--- config.mk ---
export PLATFORM = sky130hd
export DESIGN_NAME = bd_in_handshaker
export DESIGN_NICKNAME = d
export VERILOG_FILES = /design/src/rtl/bd_io_pkg.sv /design/src/rtl/bd_sync.sv /design/src/rtl/bd_in_handshaker.sv
export SDC_FILE = /design/constraint.sdc
export NUM_CORES = 1
export LEC_CHECK = 0
export BUFFER_PORTS_ARGS = -buffer_cell sky130_fd_sc_hd__buf_4
export CAP_MARGIN = 10
export CORE_AREA = 2 2 75 77
export CTS_CLUSTER_SIZE = 14
export DETAILED_ROUTE_END_ITERATION = 7
export DIE_AREA = 0 0 77 79
export PLACE_DENSITY = 0.76
export RECOVER_POWER = 50
export REMOVE_ABC_BUFFERS = 1
export SLEW_MARGIN = 15
export SYNTH_ARGS = -nofsm -noshare
export SYNTH_HDL_FRONTEND = slang
export SYNTH_SLANG_ARGS = --single-unit
--- constraint.sdc ---
create_clock -name clk -period 2.4 [get_ports clk]
set_clock_uncertainty 0.1 [all_clocks]
set_input_delay 0.48 -clock clk [delete_from_list [all_inputs] [get_ports clk]]
set_output_delay 0.48 -clock clk [all_outputs]
set_load 0.005 [all_outputs]
--- src/rtl/bd_io_pkg.sv ---
// ---------------------------------------------------------------------------
// bd_io_pkg
// Shared definitions for the FPGA-to-Braindrop I/O link blocks.
//   NBITS_BD_IN        : width of one BD input word
//   *_DEF constants    : default parameter values for the handshaker
//   bd_hs_state_t      : 4-phase bundled-data transmitter state encoding
// ---------------------------------------------------------------------------
package bd_io_pkg;

  localparam int NBITS_BD_IN        = 21;
  localparam int SYNC_STAGES_DEF    = 2;
  localparam int SETUP_CYCLES_DEF   = 1;
  localparam int TIMEOUT_CYCLES_DEF = 1024;

  typedef enum logic [1:0] {
    IDLE   = 2'd0,
    SETUP  = 2'd1,
    REQ_HI = 2'd2,
    REQ_LO = 2'd3
  } bd_hs_state_t;

endpackage

--- src/rtl/bd_sync.sv ---
// ---------------------------------------------------------------------------
// bd_sync
// N-stage single-bit synchronizer for an asynchronous level input.
// Ports:
//   clk   : destination clock
//   reset : synchronous, active-high; clears every stage to 0
//   d     : asynchronous input
//   q     : synchronized output (d delayed by STAGES flops)
// ---------------------------------------------------------------------------
module bd_sync #(
  parameter int STAGES = 2
) (
  input  logic clk,
  input  logic reset,
  input  logic d,
  output logic q
);

  logic [STAGES-1:0] sync_ff;

  always_ff @(posedge clk) begin
    if (reset) begin
      sync_ff <= '0;
    end else begin
      sync_ff <= {sync_ff[STAGES-2:0], d};
    end
  end

  assign q = sync_ff[STAGES-1];

endmodule

--- src/rtl/bd_in_handshaker.sv ---
// ---------------------------------------------------------------------------
// bd_in_handshaker
// Transmitter end of the FPGA-to-Braindrop input link. Accepts words from a
// valid/ready stream and drives them onto the BD input bus with a 4-phase
// bundled-data req/ack handshake. BD_in_ack is asynchronous and is only
// used after the bd_sync synchronizer.
//
// Ports:
//   clk            : internal BD input clock
//   reset          : synchronous, active-high
//   data_in        : word to send (NBITS)
//   valid_in       : data_in valid
//   ready_out      : word can be accepted this cycle
//   BD_in_data     : bundled data to chip (NBITS)
//   BD_in_req      : request to chip
//   BD_in_ack      : acknowledge from chip (asynchronous)
//   busy           : a handshake is in progress
//   words_sent     : completed handshakes, wraps at 2^32
//   timeout_pulse  : (BD_IN_TIMEOUT_EN only) one-cycle phase timeout strobe
//   timeout_sticky : (BD_IN_TIMEOUT_EN only) timeout seen since reset
//
// Optional feature macro: BD_IN_TIMEOUT_EN -- adds a per-phase watchdog that
// abandons a handshake after TIMEOUT_CYCLES cycles in REQ_HI or REQ_LO.
// ---------------------------------------------------------------------------
module bd_in_handshaker
  import bd_io_pkg::*;
#(
  parameter int NBITS          = NBITS_BD_IN,
  parameter int SYNC_STAGES    = SYNC_STAGES_DEF,
  parameter int SETUP_CYCLES   = SETUP_CYCLES_DEF
`ifdef BD_IN_TIMEOUT_EN
  ,
  parameter int TIMEOUT_CYCLES = TIMEOUT_CYCLES_DEF
`endif
) (
  input  logic             clk,
  input  logic             reset,
  input  logic [NBITS-1:0] data_in,
  input  logic             valid_in,
  output logic             ready_out,
  output logic [NBITS-1:0] BD_in_data,
  output logic             BD_in_req,
  input  logic             BD_in_ack,
  output logic             busy,
  output logic [31:0]      words_sent
`ifdef BD_IN_TIMEOUT_EN
  ,
  output logic             timeout_pulse,
  output logic             timeout_sticky
`endif
);

  localparam int SCW = $clog2(SETUP_CYCLES + 1);

  bd_hs_state_t   state;
  bd_hs_state_t   state_next;
  logic [SCW-1:0] setup_cnt;
  logic           ack_s;
  logic           accept;
  logic           word_done;
  logic           timeout_hit;

  bd_sync #(
    .STAGES (SYNC_STAGES)
  ) u_ack_sync (
    .clk   (clk),
    .reset (reset),
    .d     (BD_in_ack),
    .q     (ack_s)
  );

  assign accept    = valid_in && ready_out;
  assign word_done = (state == REQ_LO) && !ack_s;

  // State register
  always_ff @(posedge clk) begin
    if (reset) begin
      state <= IDLE;
    end else begin
      state <= state_next;
    end
  end

  // Next-state logic. The ack-driven advance always wins over the watchdog.
  always_comb begin
    state_next = state;
    unique case (state)
      IDLE: begin
        if (accept) state_next = SETUP;
      end
      SETUP: begin
        // Counter value 1 means this decrement reaches 0.
        if (setup_cnt == SCW'(1)) state_next = REQ_HI;
      end
      REQ_HI: begin
        if (ack_s)            state_next = REQ_LO;
        else if (timeout_hit) state_next = IDLE;
      end
      REQ_LO: begin
        if (!ack_s)           state_next = IDLE;
        else if (timeout_hit) state_next = IDLE;
      end
      default: state_next = IDLE;
    endcase
  end

  // Output decode. A stale synchronized ack keeps the stream stalled in IDLE
  // so req can never rise into an ack that is still high.
  always_comb begin
    ready_out = 1'b0;
    if (!reset && (state == IDLE)) ready_out = !ack_s;
    busy = (state != IDLE);
  end

  // Bus registers. req has its own flop so the chip never sees a decode
  // glitch; it is high exactly while the FSM sits in REQ_HI.
  always_ff @(posedge clk) begin
    if (reset) begin
      BD_in_req  <= 1'b0;
      BD_in_data <= '0;
      setup_cnt  <= '0;
      words_sent <= '0;
    end else begin
      BD_in_req <= (state_next == REQ_HI);
      if (accept) begin
        BD_in_data <= data_in;
        setup_cnt  <= SCW'(SETUP_CYCLES);
      end else if (state == SETUP) begin
        setup_cnt <= setup_cnt - SCW'(1);
      end
      if (word_done) words_sent <= words_sent + 32'd1;
    end
  end

`ifdef BD_IN_TIMEOUT_EN
  localparam int PCW = $clog2(TIMEOUT_CYCLES + 1);

  logic [PCW-1:0] phase_cnt;
  logic           waiting;

  // Still waiting on the chip in the current phase.
  assign waiting     = ((state == REQ_HI) && !ack_s) || ((state == REQ_LO) && ack_s);
  assign timeout_hit = waiting && (phase_cnt == PCW'(TIMEOUT_CYCLES - 1));

  always_ff @(posedge clk) begin
    if (reset) begin
      phase_cnt      <= '0;
      timeout_pulse  <= 1'b0;
      timeout_sticky <= 1'b0;
    end else begin
      // Any state change is a phase entry; the count restarts from 0.
      if (state_next != state) begin
        phase_cnt <= '0;
      end else if ((state == REQ_HI) || (state == REQ_LO)) begin
        phase_cnt <= phase_cnt + PCW'(1);
      end
      timeout_pulse <= timeout_hit;
      if (timeout_hit) timeout_sticky <= 1'b1;
    end
  end
`else
  assign timeout_hit = 1'b0;
`endif

endmodule

; ---- After elaboration in Yosys (flattened, before gate mapping)
; Cells that the tools add are included.
; Widths: inputs -> output; s select.
[word_totals]
out_inout_bits = 56
register_bits = 59
elab_cells = 28
[op_classes]
n_reduce_logical = 8
n_mux = 8
eq_ne = 4
n_addsub = 2
[op_table]
columns = op, count
row1 = $add 32x1->32 const B, 1
row2 = $mux 2, 4
row3 = $pmux 2 s4, 1
row4 = $eq 2x2->1 const B, 3
row5 = $reduce_bool 2->1, 2
row6 = $logic_and 1x1->1, 3
row7 = $mux 1, 3
row8 = $eq 2x1->1 const B, 1
row9 = $logic_not 1->1, 2
row10 = $logic_not 2->1, 1
row11 = $sub 1x1->1 const B, 1

; ---- Longest topological paths before layout
; Gate-level depths: netlist of run 1.
[logic_depth]
depth_word = 7
depth_mapped = 6
ltp_nobuf = 5

; ---- Cells and area by module
; A second synthesis of run 1 with hierarchy kept.
[hier_totals]
hier_cells = 306
area_unflattened_um2 = 2532.4
[by_module_without_submodules]
columns = mod, area_each_um2, cells_each, instances
row1 = bd_in_handshaker, 2479.9, 302, 1
row2 = bd_sync, 52.6, 4, 1

; ---- Worst setup path after synthesis of run 1
; Ideal clock, no wire load.
[synth_timing]
path_kind = reg-to-reg
startpoint = reg words_sent[4]
endpoint = reg words_sent[31]
t_arrival_ns = 1.557
setup_slack_ns = 0.622
period_less_slack_ns = 1.778
setup_ns = 0.121
required_time_ns = 2.179
path_stages_with_launch = 6
cell_sequence = dfxtp_1 -> and4_4 -> nand3_4 -> buf_4 -> nor4_1 -> mux2_2
[synth_via]
elab_chain_len = 1
[synth_lines]
columns = item, line_no
row1 = "start, declared", bd_in_handshaker.sv:45  ; output logic [31:0] words_sent
row2 = "start signal, assigned", bd_in_handshaker.sv:131  ; if (word_done) words_sent <= words_sent + 32'd1;
row3 = $add 32x1->32, bd_in_handshaker.sv:131
; No other way between the ends.
; A chain may end at the register's enable or synchronous reset.

; ---- Final worst setup path of run 1
[layout_timing]
startpoint = reg state[1]
endpoint = reg words_sent[24]
[layout_via]
elab_chain_len = 2
[layout_lines]
columns = item, line_no
row1 = "start, declared", bd_in_handshaker.sv:55  ; bd_hs_state_t state;
row2 = "start signal, assigned", bd_in_handshaker.sv:80  ; state <= state_next;
row3 = $eq 2x2->1, bd_in_handshaker.sv:73  ; assign word_done = (state == REQ_LO) && !ack_s;
row4 = $logic_and 1x1->1, bd_in_handshaker.sv:73
; No other way between the ends.

==> flow_summary.json, run 1 <==
{
  "worstPathRequired_ps": 2550,
  "drv_cap": 0,
  "fmax_mhz": 457.0,
  "max-vdd-ir-drop_uv": 552.8,
  "synth_cells": 299,
  "start_util": 0.4728,
  "status": "finished clean",
  "ys_seq_area_frac": 0.4680,
  "leakagePower_nw": 1.282,
  "grt_pass1_vias": 2241,
  "place_congestion": 0.7545,
  "postCtsHoldBufs": 0,
  "firstDrtPassIters": 4,
  "tns_ps": 0,
  "yosys.area.top_type_share": 0.4680,
  "slowest_delay_ps": 530,
  "die_area_sq_mm": 0.006083,
  "min_period_ps": 2188,
  "routedWlPerCell_um": 13.07,
  "grtUsageTotal": 0.2036,
  "setup_violations": 0,
  "drcViolationCount": 0,
  "cp_slowest_cell": "or4_1",
  "fillCellCount": 483,
  "slew_headroom": 0.5739,
  "synth.distinct_cells": 35,
  "worstPathCellList": "and3b_1, nand4_1, or4_1, a21oi_1",
  "cts_tree": "done",
  "ff2ff_setup_slack_ps": 210,
  "async_reset_ff_frac": 0,
  "final_cells": 452,
  "htreeDepth": 3,
  "rsz0062_at_grt": "false",
  "io_buffers": 80,
  "min_from": "BD_in_ack",
  "synth_area_leaders": "dfxtp_1, nand2_1, a21oi_1",
  "cp-start-kind": "register",
  "clock_path_buffers": 2,
  "dieWidth_um": 77,
  "chipHeight_um": 79,
  "critPathCaptureType": "register",
  "layout-drive-gt1-share": 0.2553,
  "cts_resized": 0,
  "clock_sinks": 59,
  "post-place-ws_ps": 229.0,
  "yosysMostFrequentCell": "dfxtp_1",
  "clk_latency_ps": 330,
  "grt_pass1_wl_um": 9929,
  "drt_iter0_markers": 113,
  "dp_hpwl_um": 4151,
  "hold_viol": 0,
  "reg2reg_depth": 4,
  "hp-class": "in2reg",
  "wl_um": 5907,
  "grt_max_degree": 62,
  "drv_slew": 0,
  "drtAntennaViolNets": 0,
  "timing.rr.start": "state[1]",
  "avgSynthCellArea_sq_um": 8.440,
  "crit_fanout": 12,
  "worstPathArrival_ps": 2340,
  "dr_total_vias": 2413,
  "ys_ff_latch": 59,
  "cts_root_buf": "clkbuf_8",
  "grt_overflow": 0,
  "synth_flop_cell": "dfxtp_1",
  "fin_nets": 401,
  "postCtsSetupBuffers": 0,
  "synthTopCellsByCount": "dfxtp_1, nand2_1, a21oi_1",
  "rows": 27,
  "whs_endpoint": "u_ack_sync.sync_ff[0]",
  "cellPowerDensity_mw_per_mm2": 662.9,
  "fin_ws_ps": 211.6,
  "syn_to_final_growth_pct": 33.27,
  "worstMarginPinSlew_ps": 639.1,
  "core_sq_mm": 0.005338,
  "yosysWarnings": 0,
  "viasPerCell": 5.338,
  "synth_area_leader_cell": "dfxtp_1",
  "placed_cells": 436,
  "reg2reg_to": "words_sent[24]",
  "synth_edf_count": 0,
  "setup.worst_path.class": "reg2reg",
  "hold_depth": 2,
  "antennaDiodeCount": 0,
  "boundaryPins": 81,
  "fin_crit_sh": 0.9118,
  "cts_made_buffers": 9,
  "path_clk_slew_ps": 70,
  "antenna_found_initial": 0,
  "syn-cell-area_sq_mm": 0.002524
}
worst max-delay path by stage:
stage | startpoint | to | cells past startpoint
6_report | state[1] | words_sent[24] | 4
3_5_place_dp | state[1] | words_sent[24] | 4
5_1_grt | state[0] | words_sent[26] | 4
4_1_cts | state[0] | words_sent[24] | 4
2_1_floorplan | state[1] | words_sent[22] | 4
3_3_place_gp | state[1] | words_sent[28] | 4
critical path, delay by kind of cell, from the launching register on:
kind,cells,cell delay [ps]
DFF,1,430
AOI/OAI and AO/OA,1,160
and+or+nand+nor,3,1420
cells by family after synthesis:
| family | Yosys count | synth area share |
|---|---|---|
| AND/OR/NAND/NOR | 137 | 0.2895 |
| AO/OA/AOI/OAI | 61 | 0.1368 |
| adder cells (fa/ha/maj) | 1 | 0.004957 |
| multiplexers | 2 | 0.008924 |
| buffers and inverters | 26 | 0.04660 |
| XOR/XNOR | 13 | 0.04512 |
| flip-flops | 59 | 0.4680 |
layout make-up:
class | count | area [sq um] | share of cell area
Multi-Input combinational cell | 214 | 1225 | 0.3642
Sequential cell | 59 | 1181 | 0.3512
Timing Repair Buffer | 84 | 613.1 | 0.1823
Clock buffer | 12 | 155.1 | 0.04613
Tap cell | 72 | 90.09 | 0.02679
Clock inverter | 4 | 72.57 | 0.02158
Inverter | 7 | 26.28 | 0.007812
flip-flops by register name, indices dropped and copies added, names as in the netlist:
register and cells:
words_sent 32, BD_in_data 21, state 2, u_ack_sync.sync_ff 2
BD_in_req 1, setup_cnt 1
layer usage:
layer  track usage  vias up  share of wire
li1              -     1207              -
met1        0.2378     1119           0.44
met2        0.3377       80           0.47
met3       0.07614        7          0.073
met4       0.08571        0          0.016
met5             0        -              0
stage by stage:
stage	area (sq um)	hold WS, ps	power [W]	util
final	3363	255.6	0.002229	0.6301
after global routing	3363	266.9	0.002317	0.6301
after CTS	3393	238.4	0.002258	0.6357
after floorplan	2432	313.8	0.001116	-
after detailed placement	3166	335.8	0.001230	0.5931
after global placement	3166	334.4	0.001225	0.5931
report_power, final:
| group | switching (W) | internal [W] | total [W] |
|---|---|---|---|
| clock network | 0.000390 | 0.000640 | 0.00103 |
| registers | 0.0000202 | 0.00101 | 0.00103 |
| logic | 0.0000828 | 0.0000872 | 0.000170 |
cell usage in the layout (no fill, tap or decap), drive strengths merged, types with 2 or more instances in the layout:
cell type and n:
xor2 9, o31ai 13, nand4 12, nand2 57, clkbuf 62, a21oi 42, bufinv 2, inv 7
or3 3, buf 34, nor4 4, and3 4, dfxtp 59, or4 13, and4 6, mux2 2
nor2 16, xnor2 4, nor2b 5, o21ai 4, and2 3, nand3 8, nor3 2
Note: power is estimated with default switching activity, not from simulation.
==> run 2, diff against run 1 <==
Settings changed: PLACE_DENSITY 0.76 to 0.88.
==> run 2 against run 1 <==
Compared with the run above:
- non-clock buffer count unchanged
- maximum frequency up 0.92%
- power down 10%
- largest cell class unchanged
- die area unchanged
- via count up 0.87%
- global-route usage down 0.27 points
- register-to-register slack better by 20 ps
==> flow_summary.json, run 2 (synthesis results as in run 1) <==
{
  "postCtsSetupBuffers": 0,
  "rsz0062_at_grt": "false",
  "dr_total_vias": 2434,
  "final_common_cell": "dfxtp_1",
  "syn_to_final_growth_pct": 30.94,
  "dieWidth_um": 77,
  "top_regs": "words_sent: 32 flops, BD_in_data: 21 flops",
  "dp_hpwl_um": 4140,
  "cp_slowest_cell": "or4_1",
  "crit_fanout": 12,
  "fin_nets": 401,
  "grt_overflow": 0,
  "max-vdd-ir-drop_uv": 480.5,
  "viasPerCell": 5.385,
  "leakagePower_nw": 1.267,
  "chipHeight_um": 79,
  "fin_crit_sh": 0.9035,
  "drt_iter0_markers": 156,
  "place_congestion": 0.7809,
  "rows": 27,
  "max_flop_register": "words_sent",
  "cts_resized": 0,
  "tns_ps": 0,
  "holdWs_ps": 258.6,
  "status": "finished clean",
  "postCtsHoldBufs": 0,
  "io_buffers": 80,
  "clock_sinks": 59,
  "routedWlPerCell_um": 13.20,
  "firstDrtPassIters": 4,
  "cts_made_buffers": 9,
  "cp-start-kind": "register",
  "cts_tree": "done",
  "layout_common_cells": "dfxtp_1, nand2_1, clkbuf_4",
  "die_area_sq_mm": 0.006083,
  "worstPathCellList": "and3b_1, nand4_1, or4_1, a21oi_1",
  "largest_reg_flops": 32,
  "antennaDiodeCount": 0,
  "worstPathRequired_ps": 2530,
  "layout-drive-gt1-share": 0.2579,
  "fmax_mhz": 461.1,
  "hold_viol": 0,
  "drv_slew": 0,
  "worstPathArrival_ps": 2300,
  "post-place-ws_ps": 288.3,
  "clock_path_buffers": 2,
  "cp_top_family": "simple AND/OR/NAND/NOR gates",
  "drv_cap": 0,
  "slew_headroom": 0.1695,
  "worstMarginPinSlew_ps": 1246,
  "grt_pass1_vias": 2266,
  "drtAntennaViolNets": 0,
  "regArea_sq_mm": 0.001181,
  "critPathCaptureType": "register",
  "cts_root_buf": "clkbuf_8",
  "slowest_delay_ps": 520,
  "final_util": 0.6191,
  "drcViolationCount": 0,
  "multi_input_area_sq_mm": 0.001225,
  "setup_violations": 0,
  "antenna_found_initial": 0,
  "wl_um": 5967,
  "grt_max_degree": 62,
  "clk_latency_ps": 330,
  "start_util": 0.4728,
  "grt_pass1_wl_um": 9867,
  "fin_ws_ps": 231.5,
  "crit_buf_inv": 0,
  "min_period_ps": 2169,
  "fillCellCount": 466,
  "grtUsageTotal": 0.2009,
  "setup.worst_path.class": "reg2reg",
  "path_clk_slew_ps": 60,
  "total_power_w": 0.001996,
  "boundaryPins": 81,
  "cellPowerDensity_mw_per_mm2": 603.9,
  "core_sq_mm": 0.005338,
  "htreeDepth": 3,
  "hp-class": "in2reg"
}
[run 2: path summary, 6_finish.rpt]
kind / slack, ps / end / start / cells past startpoint
worst max register to register: 230 / words_sent[24] / state[1] / 4
worst min register to register: 340 / u_ack_sync.sync_ff[1] / u_ack_sync.sync_ff[0] / 1
worst min-delay path: 260 / u_ack_sync.sync_ff[0] / BD_in_ack / 2
worst max-delay path: 230 / words_sent[24] / state[1] / 4
[run 2: where the power goes]
group          switching, W  internal, W
sequential        0.0000195      0.00101
combinational     0.0000817    0.0000856
clock              0.000370     0.000429
[run 2: metrics by stage]
stage / std cells / area [sq um]
3_5_place_dp: 436 / 3153
4_1_cts: 452 / 3326
3_3_place_gp: 436 / 3153
2_1_floorplan: 280 / 2432
5_1_grt: 452 / 3304
6_report: 452 / 3304
[run 2: metal layers]
layer / track usage / share of wire / up-vias
met5: 0 / 0 / -
met4: 0.09821 / 0.017 / 0
met3: 0.05568 / 0.074 / 8
met2: 0.3500 / 0.48 / 86
met1: 0.2276 / 0.43 / 1128
li1: - / - / 1212
[run 2: final cells by class]
| type | count | area share |
|---|---|---|
| Sequential cell | 59 | 0.3574 |
| Clock inverter | 2 | 0.003029 |
| Inverter | 7 | 0.007952 |
| Multi-Input combinational cell | 214 | 0.3707 |
| Timing Repair Buffer | 84 | 0.1844 |
| Clock buffer | 14 | 0.04922 |
| Tap cell | 72 | 0.02726 |
